**src/rtl/comm_master.sv**
```systemverilog
// comm_master -- host-side UART command initiator for the logic-analyzer core.
//
// Sends a 16-bit command as two back-to-back 8N1 frames (high byte first) on
// TX and receives 8N1 response bytes on RX. The receiver runs independently of
// the transmitter and is always armed.
//
// Ports:
//   clk          system clock, rising edge
//   rst_n        asynchronous active-low reset
//   snd_cmd      1-cycle pulse, starts sending cmd (ignored while sending)
//   cmd[15:0]    command word, captured with snd_cmd
//   cmd_cmplt    high once the low byte's stop bit ends; held until next send
//   TX           serial out, idles high, driven straight from a flop
//   RX           serial in, asynchronous to clk
//   resp[7:0]    last correctly framed received byte
//   resp_rdy     resp holds a new byte
//   clr_resp_rdy clears resp_rdy (a simultaneous new byte wins)
module comm_master #(
  parameter int BAUD_DIV = 108  // clk cycles per bit, >= 4
) (
  input  logic        clk,
  input  logic        rst_n,
  input  logic        snd_cmd,
  input  logic [15:0] cmd,
  output logic        cmd_cmplt,
  output logic        TX,
  input  logic        RX,
  output logic [7:0]  resp,
  output logic        resp_rdy,
  input  logic        clr_resp_rdy
);

  localparam int CW = $clog2(BAUD_DIV);
  localparam logic [CW-1:0] BAUD_LAST = CW'(BAUD_DIV - 1);
  localparam logic [CW-1:0] BAUD_HALF = CW'(BAUD_DIV / 2);
  localparam logic [CW-1:0] BAUD_ZERO = '0;
  localparam logic [CW-1:0] BAUD_ONE  = CW'(1);

  typedef enum logic [1:0] {IDLE, TX_HI, TX_LO, DONE} tx_state_e;
  typedef enum logic {R_IDLE, R_RX} rx_state_e;

  // ---------------------------------------------------------------- transmit
  tx_state_e       tx_state_q, tx_state_d;
  logic [9:0]      tx_shift_q, tx_shift_d;
  logic [CW-1:0]   tx_baud_q,  tx_baud_d;
  logic [3:0]      tx_bit_q,   tx_bit_d;
  logic [7:0]      cmd_lo_q,   cmd_lo_d;
  logic            tx_q,       tx_d;
  logic            cmd_cmplt_q, cmd_cmplt_d;

  logic tx_bit_end, tx_frame_end;
  assign tx_bit_end   = (tx_baud_q == BAUD_LAST);
  assign tx_frame_end = tx_bit_end && (tx_bit_q == 4'd9);

  // NOTE: sequential state uses non-blocking assignments so every flop samples
  // pre-edge values regardless of block ordering.
  always_ff @(posedge clk or negedge rst_n) begin
    if (!rst_n) tx_state_q <= IDLE;
    else        tx_state_q <= tx_state_d;
  end

  always_comb begin
    tx_state_d = tx_state_q;
    unique case (tx_state_q)
      IDLE, DONE: if (snd_cmd)      tx_state_d = TX_HI;
      TX_HI:      if (tx_frame_end) tx_state_d = TX_LO;
      TX_LO:      if (tx_frame_end) tx_state_d = DONE;
      default:                      tx_state_d = IDLE;
    endcase
  end

  // NOTE: every signal gets a default before the case so no latch is inferred.
  always_comb begin
    tx_shift_d  = tx_shift_q;
    tx_baud_d   = tx_baud_q;
    tx_bit_d    = tx_bit_q;
    cmd_lo_d    = cmd_lo_q;
    cmd_cmplt_d = cmd_cmplt_q;
    tx_d        = 1'b1;
    unique case (tx_state_q)
      IDLE, DONE: begin
        if (snd_cmd) begin
          // Frame = {stop, data, start}; bit 0 goes out first.
          tx_shift_d  = {1'b1, cmd[15:8], 1'b0};
          cmd_lo_d    = cmd[7:0];
          tx_baud_d   = BAUD_ZERO;
          tx_bit_d    = 4'd0;
          cmd_cmplt_d = 1'b0;
        end else if (tx_state_q == DONE) begin
          cmd_cmplt_d = 1'b1;
        end
      end
      TX_HI, TX_LO: begin
        // TX lags the shifter by one flop, so the first bit appears one cycle
        // after the command is accepted and each bit still lasts BAUD_DIV.
        tx_d = tx_shift_q[0];
        if (tx_bit_end) begin
          tx_baud_d = BAUD_ZERO;
          if (tx_bit_q == 4'd9) begin
            tx_bit_d   = 4'd0;
            tx_shift_d = {1'b1, cmd_lo_q, 1'b0};  // low byte follows, no gap
          end else begin
            tx_bit_d   = tx_bit_q + 4'd1;
            tx_shift_d = {1'b1, tx_shift_q[9:1]};
          end
        end else begin
          tx_baud_d = tx_baud_q + BAUD_ONE;
        end
      end
      default: ;
    endcase
  end

  always_ff @(posedge clk or negedge rst_n) begin
    if (!rst_n) begin
      tx_shift_q  <= '1;
      tx_baud_q   <= BAUD_ZERO;
      tx_bit_q    <= 4'd0;
      cmd_lo_q    <= 8'h00;
      tx_q        <= 1'b1;
      cmd_cmplt_q <= 1'b0;
    end else begin
      tx_shift_q  <= tx_shift_d;
      tx_baud_q   <= tx_baud_d;
      tx_bit_q    <= tx_bit_d;
      cmd_lo_q    <= cmd_lo_d;
      tx_q        <= tx_d;
      cmd_cmplt_q <= cmd_cmplt_d;
    end
  end

  assign TX        = tx_q;
  assign cmd_cmplt = cmd_cmplt_q;

  // ----------------------------------------------------------------- receive
  logic            rx_meta_q, rx_sync_q;
  rx_state_e       rx_state_q, rx_state_d;
  logic [CW-1:0]   rx_baud_q,  rx_baud_d;
  logic [3:0]      rx_bit_q,   rx_bit_d;
  logic [7:0]      rx_shift_q, rx_shift_d;
  logic [7:0]      resp_q,     resp_d;
  logic            resp_rdy_q, resp_rdy_d;

  logic rx_sample;
  assign rx_sample = (rx_baud_q == BAUD_ZERO);

  always_ff @(posedge clk or negedge rst_n) begin
    if (!rst_n) begin
      rx_meta_q  <= 1'b1;
      rx_sync_q  <= 1'b1;
      rx_state_q <= R_IDLE;
    end else begin
      rx_meta_q  <= RX;
      rx_sync_q  <= rx_meta_q;
      rx_state_q <= rx_state_d;
    end
  end

  always_comb begin
    rx_state_d = rx_state_q;
    unique case (rx_state_q)
      R_IDLE: if (!rx_sync_q) rx_state_d = R_RX;
      R_RX: begin
        // Leave on a start bit that reads high mid-bit (glitch) or after stop.
        if (rx_sample && ((rx_bit_q == 4'd0 && rx_sync_q) || rx_bit_q == 4'd9))
          rx_state_d = R_IDLE;
      end
      default: rx_state_d = R_IDLE;
    endcase
  end

  always_comb begin
    rx_baud_d  = rx_baud_q;
    rx_bit_d   = rx_bit_q;
    rx_shift_d = rx_shift_q;
    resp_d     = resp_q;
    resp_rdy_d = clr_resp_rdy ? 1'b0 : resp_rdy_q;
    unique case (rx_state_q)
      R_IDLE: begin
        if (!rx_sync_q) begin
          rx_baud_d  = BAUD_HALF;  // first sample lands mid start bit
          rx_bit_d   = 4'd0;
          resp_rdy_d = 1'b0;
        end
      end
      R_RX: begin
        if (rx_sample) begin
          rx_baud_d = BAUD_LAST;
          rx_bit_d  = rx_bit_q + 4'd1;
          if (rx_bit_q >= 4'd1 && rx_bit_q <= 4'd8)
            rx_shift_d = {rx_sync_q, rx_shift_q[7:1]};
          if (rx_bit_q == 4'd9 && rx_sync_q) begin
            resp_d     = rx_shift_q;
            resp_rdy_d = 1'b1;  // overrides a same-cycle clear
          end
        end else begin
          rx_baud_d = rx_baud_q - BAUD_ONE;
        end
      end
      default: ;
    endcase
  end

  always_ff @(posedge clk or negedge rst_n) begin
    if (!rst_n) begin
      rx_baud_q  <= BAUD_ZERO;
      rx_bit_q   <= 4'd0;
      rx_shift_q <= 8'h00;
      resp_q     <= 8'h00;
      resp_rdy_q <= 1'b0;
    end else begin
      rx_baud_q  <= rx_baud_d;
      rx_bit_q   <= rx_bit_d;
      rx_shift_q <= rx_shift_d;
      resp_q     <= resp_d;
      resp_rdy_q <= resp_rdy_d;
    end
  end

  assign resp     = resp_q;
  assign resp_rdy = resp_rdy_q;

endmodule

```
**config.mk**
```make
export PLATFORM = sky130hd
export DESIGN_NAME = comm_master
export DESIGN_NICKNAME = d
export VERILOG_FILES = /design/src/rtl/comm_master.sv
export SDC_FILE = /design/constraint.sdc
export NUM_CORES = 1
export LEC_CHECK = 0
export CAP_MARGIN = 20
export CORE_UTILIZATION = 57
export CTS_CLUSTER_SIZE = 8
export DETAILED_ROUTE_END_ITERATION = 10
export PLACE_DENSITY = 0.89
export SYNTH_ARGS = -nofsm -noshare
export SYNTH_HDL_FRONTEND = slang
export SYNTH_SLANG_ARGS = --single-unit
export TNS_END_PERCENT = 1
```
**constraint.sdc**
```tcl
create_clock -name clk -period 2.6 [get_ports clk]
set_input_delay 0.52 -clock clk [delete_from_list [all_inputs] [get_ports clk]]
set_output_delay 0.52 -clock clk [all_outputs]
set_load 0.005 [all_outputs]
```
Word-level counts from Yosys, hierarchy flattened
Index checks and enable logic that the tools add are counted.
{"block": "word_totals", "reg_bits": 64, "latchBits": 0, "ramBits": 0, "romBits": 0, "input_bits": 21, "output_inout_bits": 11, "word_cells": 85, "memories": 0}
{"block": "op_classes", "n_addsub": 4, "n_mul": 0, "n_div": 0, "n_lt_le_gt_ge": 2, "n_eq_ne": 12, "n_shift": 0, "muxes": 32, "n_bitwise": 1, "n_reduce_logical": 19}
{"operator": "7-bit two-way mux", "count": 4}
{"operator": "7-bit one-hot mux with 2 select lines", "count": 2}
{"operator": "10-bit two-way mux", "count": 2}
{"operator": "4-bit two-way mux", "count": 5}
{"operator": "10-bit one-hot mux with 2 select lines", "count": 1}
{"operator": "4-bit one-hot mux with 2 select lines", "count": 2}
{"operator": "2-bit != test (second input constant)", "count": 5}
{"operator": "1-bit two-way mux", "count": 9}
{"operator": "9-bit two-way mux", "count": 1}
{"operator": "3-bit AND reduction", "count": 3}
{"operator": "4-bit by 1-bit adder with 4-bit output (second input constant)", "count": 2}
{"operator": "4-bit equality test (second input constant)", "count": 2}
{"operator": "2-bit AND reduction", "count": 4}
{"operator": "7-bit by 1-bit adder with 7-bit output (second input constant)", "count": 1}
{"operator": "7-bit equality test (second input constant)", "count": 1}
{"operator": "7-bit logical NOT", "count": 1}
{"operator": "7-bit by 1-bit subtractor with 7-bit output (second input constant)", "count": 1}
{"operator": "2-bit two-way mux", "count": 3}
{"operator": "2-bit one-hot mux with 3 select lines", "count": 1}
{"operator": "1-bit logical AND", "count": 5}
{"operator": "2-bit equality test (second input constant)", "count": 2}
{"operator": "4-bit by 1-bit greater-or-equal comparator with 1-bit output (second input constant)", "count": 1}
{"operator": "4-bit less-or-equal comparator (second input constant)", "count": 1}
{"operator": "4-bit logical NOT", "count": 1}
{"operator": "8 further kinds", "count": 10}

Longest topological paths before layout
{"block": "depth", "ltp_word": 6, "depth_mapped": 7, "ltp_nobuf": 6}

Worst setup path after synthesis
OpenSTA, ideal clock, no wires.
{"block": "synth_path", "kind": "register to register", "startpoint": "register rx_baud_q[3]", "endpoint": "register rx_shift_q[0]", "setup_ns": 0.125, "arrival_ns": 1.832, "t_required_ns": 2.475, "setup_slack_ns": 0.643, "path_stages_with_launch": 7, "n_path_buf": 2, "synth_period_minus_slack_ns": 1.957, "cell_sequence": "dfrtp_1 > or4_4 > buf_6 > nor2_8 > and3_4 > buf_12 > mux2_4"}
{"block": "synth_via", "elab_chain_cells": 2}
{"item": "from (decl)", "line": "138", "text": "logic [CW-1:0] rx_baud_q, rx_baud_d;"}
{"item": "from (signal assigned)", "line": "212", "text": "rx_baud_q <= rx_baud_d;"}
{"item": "7-bit logical NOT", "line": "145", "text": "assign rx_sample = (rx_baud_q == BAUD_ZERO);"}
{"item": "3-bit AND reduction (no source line)"}
{"item": "to (signal assigned)", "line": "214", "text": "rx_shift_q <= rx_shift_d;"}
{"item": "to (decl)", "line": "140", "text": "logic [7:0] rx_shift_q, rx_shift_d;"}
Every way passes these cells.
A chain may end at the register's enable or synchronous reset.

Worst setup path after layout
{"block": "layout_path", "startpoint": "register rx_baud_q[3]", "endpoint": "register rx_shift_q[1]"}
The elaborated chain is that of the path after synthesis.

==> results.ini <==
[status]
outcome = complete, no violations

[drt]
top_layer = met4
first_pass_iters = 4
drt_iter0_markers = 161
routed-wl-met3_microns = 249
met2_length_microns = 3380
wirelength_met1_microns = 2840
drc_errors = 0
num_vias = 2420
antenna_left = 0
routed_wl_microns = 6600
wl_per_cell_microns = 15.9
viasPerCell = 5.85

[place]
portBuffers = 31
finalWeightedCongestion = 0.785
hpwlAfterDp_microns = 4400
pre_cts_ws_ns = 0.595

[pwr]
power_leakage_nw = 1.74
power.density_nw_per_um2 = 857
p_int_mw = 2.29
p_comb_frac = 0.279
pwr-share-seq = 0.412
clkPwrFrac = 0.310
irDropWorstVdd_uv = 421
switching_share = 0.312
switchingPower_mw = 1.04

[clock_network]
htreeDepth = 3
clkTransAtPathRegs_ns = 0.08
cts_buffers = 9
hold_buffers = 0
cts_tree = built
cts_buffer_depth = 2
cts-resized-gates = 0
post_cts_buffers = 0
numClockSinks = 63
root_buffer = clkbuf_8
insertion_delay_ns = 0.33

[sta]
final_max_slew_viol_count = 0
setup-violations-final = 0
finClkSkew_ns = 0.0126
setup_slack_ns = 0.578
period_needed_ns = 2.02
worst_pin_slew_ns = 0.673
clock.fmax_mhz = 495
setup_tns_ns = 0
maxSlewHeadroom = 0.551
hold_viol_final = 0
rsz0062_at_grt = false
post-route-period-util = 0.778

[synthesis]
synth_cell_types = 52
synth_nets = 336
synth_compound_gate_area_share = 0.101
synth_top_family_by_area = simple AND/OR/NAND/NOR gates
muxShareOfSynthArea = 0.135
yosysWarnings = 0
async_flop_share = 1.00
synth_ff_type = dfrtp_1
syn_inst = 303
synth_edf_count = 0
synthXorXnorAreaFrac = 0.0214
synth-seq-cells = 63
synth_simple_gate_area_frac = 0.173
syn_area_per_cell_sq_um = 10.8
synthAdderAreaFrac = 0.0459
synth-seq-area-share = 0.487
syn-cell-area_sq_um = 3270

[critical_path]
path_class = reg -> reg
crit_family = simple AND/OR/NAND/NOR gates
arrival_ns = 2.24
end_kind = register
cp_max_fo = 8
reg2reg_slack_ns = 0.58
crit_start = rx_baud_q[3]$_DFFE_PN0P_
cp_cell_sequence = or4_4 -> nor2_8 -> and3_4 -> mux2_4
r2r_cells = 4
crit_required_ns = 2.82
r2r_end = rx_shift_q[1]$_DFFE_PN0P_
cp-start-kind = register
timing.critical_path.slowest_cell_delay_ns = 0.62
slowest_stage = or4_4
worst-path-buf-inv = 0
r2r-start = rx_baud_q[3]$_DFFE_PN0P_

[floorplanning]
coreArea_sq_um = 5510
die_height_microns = 77.8
ios = 32
rows = 27
initial_core_util = 0.594
dieArea_sq_um = 6050
die_w_microns = 77.8

[global_routing]
grt_max_degree = 29
grt_use_total = 0.244
grt_pass1_vias = 2438
grt_antenna_before_repair = 0
grt_first_pass_wirelength_microns = 11300
overflow = 0

[run]
cap_violations = 0

[layout]
fin_util = 0.706
final_common_cell = dfrtp_1
insertedDiodeCount = 0
final_cell_mix = dfrtp_1 (51), nand2_1 (40), clkdlybuf4s50_1 (30)
num-fill-cells = 379
drive_above_1_share = 0.231
nNetsFinal = 370
syn_to_final_growth_pct = 18.8

[worst_hold_path]
hold_path.class = in -> async

[power groups by stage]
stage	combinational (mW)	sequential (mW)	clock [mW]
final	0.928	1.37	1.03
after global routing	1.03	1.40	1.09
after CTS	0.925	1.37	1.04
after detailed placement	0.906	1.38	0
after global placement	0.861	1.37	0
after floorplan	0.673	1.34	0
[worst reg2reg max path: stages, from the launching register on]
cell and delay, ns:
dfrtp_1 0.44, or4_4 0.62, nor2_8 0.20, and3_4 0.32, mux2_4 0.33
[through the flow]
step | area (sq um) | hold slack (ns) | power (mW) | std cells
global route | 3890 | 0.260 | 3.52 | 414
global placement | 3640 | 0.352 | 2.23 | 398
finish | 3890 | 0.221 | 3.33 | 414
floorplan | 3270 | 0.224 | 2.02 | 303
detailed placement | 3640 | 0.350 | 2.29 | 398
CTS | 3890 | 0.221 | 3.34 | 414
[flip-flops by register name (all words and copies together), names as in the netlist, 2 cells and up]
register / count
rx_bit_q: 4
tx_baud_q: 7
resp: 8
rx_shift_q: 8
tx_bit_q: 4
tx_shift_q: 9
tx_state_q: 2
rx_baud_q: 7
cmd_lo_q: 8
[cell usage after synthesis (all sizes together), types with 2 or more instances]
cell type  number  share of area
dfrtp          51           0.39
nand2          40          0.046
mux2           32           0.12
nor2           15          0.022
a21oi          14          0.021
dfstp          12          0.096
ha             12          0.046
clkbuf         11          0.013
inv            10          0.011
nand3          10          0.019
o31ai           9          0.021
and3            8          0.017
nor3            7          0.011
nor2b           6          0.011
o22ai           6          0.011
buf             5          0.013
mux2i           5          0.015
o21ai           5         0.0076
xnor2           5          0.013
or2             4         0.0076
o32ai           3         0.0080
or3             3         0.0061
xor2            3         0.0080
a22o            2         0.0054
a31oi           2         0.0038
nand2b          2         0.0038
nand3b          2         0.0046
nor3b           2         0.0046
nor4            2         0.0038
[per-layer routing]
metal,vias up,GRT usage
li1,1141,-
met1,1207,0.300
met2,57,0.408
met3,15,0.0376
met4,0,0.138
met5,-,0
[logic make-up (layout without fill, tap and decap cells)]
| logic type | count (synthesis) | count (layout) |
|---|---|---|
| AOI/OAI and AO/OA | 50 | 50 |
| buffers and inverters | 26 | 65 |
| xor gates and xnor gates | 8 | 8 |
| DFF | 63 | 63 |
| adders and majority gates | 12 | 12 |
| muxes | 37 | 37 |
| and+or+nand+nor | 107 | 107 |
[how the worst max path moves through the flow]
| stage | to | slack (ns) | cells past startpoint |
|---|---|---|---|
| global route | rx_shift_q[1]$_DFFE_PN0P_ | 0.52 | 6 |
| CTS | rx_shift_q[5]$_DFFE_PN0P_ | 0.59 | 4 |
| global placement | tx_bit_q[1]$_DFFE_PN0P_ | 0.64 | 5 |
| detailed placement | rx_shift_q[5]$_DFFE_PN0P_ | 0.59 | 4 |
| finish | rx_shift_q[1]$_DFFE_PN0P_ | 0.58 | 4 |
| floorplan | rx_shift_q[0]$_DFFE_PN0P_ | 0.64 | 6 |
[final cells by class]
cell class | count | area [sq um] | area share
Sequential cell | 63 | 1590 | 0.410
Clock buffer | 9 | 124 | 0.0319
Tap cell | 72 | 90.1 | 0.0232
Clock inverter | 7 | 121 | 0.0312
Inverter | 10 | 37.5 | 0.00966
Timing Repair Buffer | 39 | 365 | 0.0940
Multi-Input combinational cell | 214 | 1560 | 0.401
No activity file was read; power rests on OpenSTA's default activity.
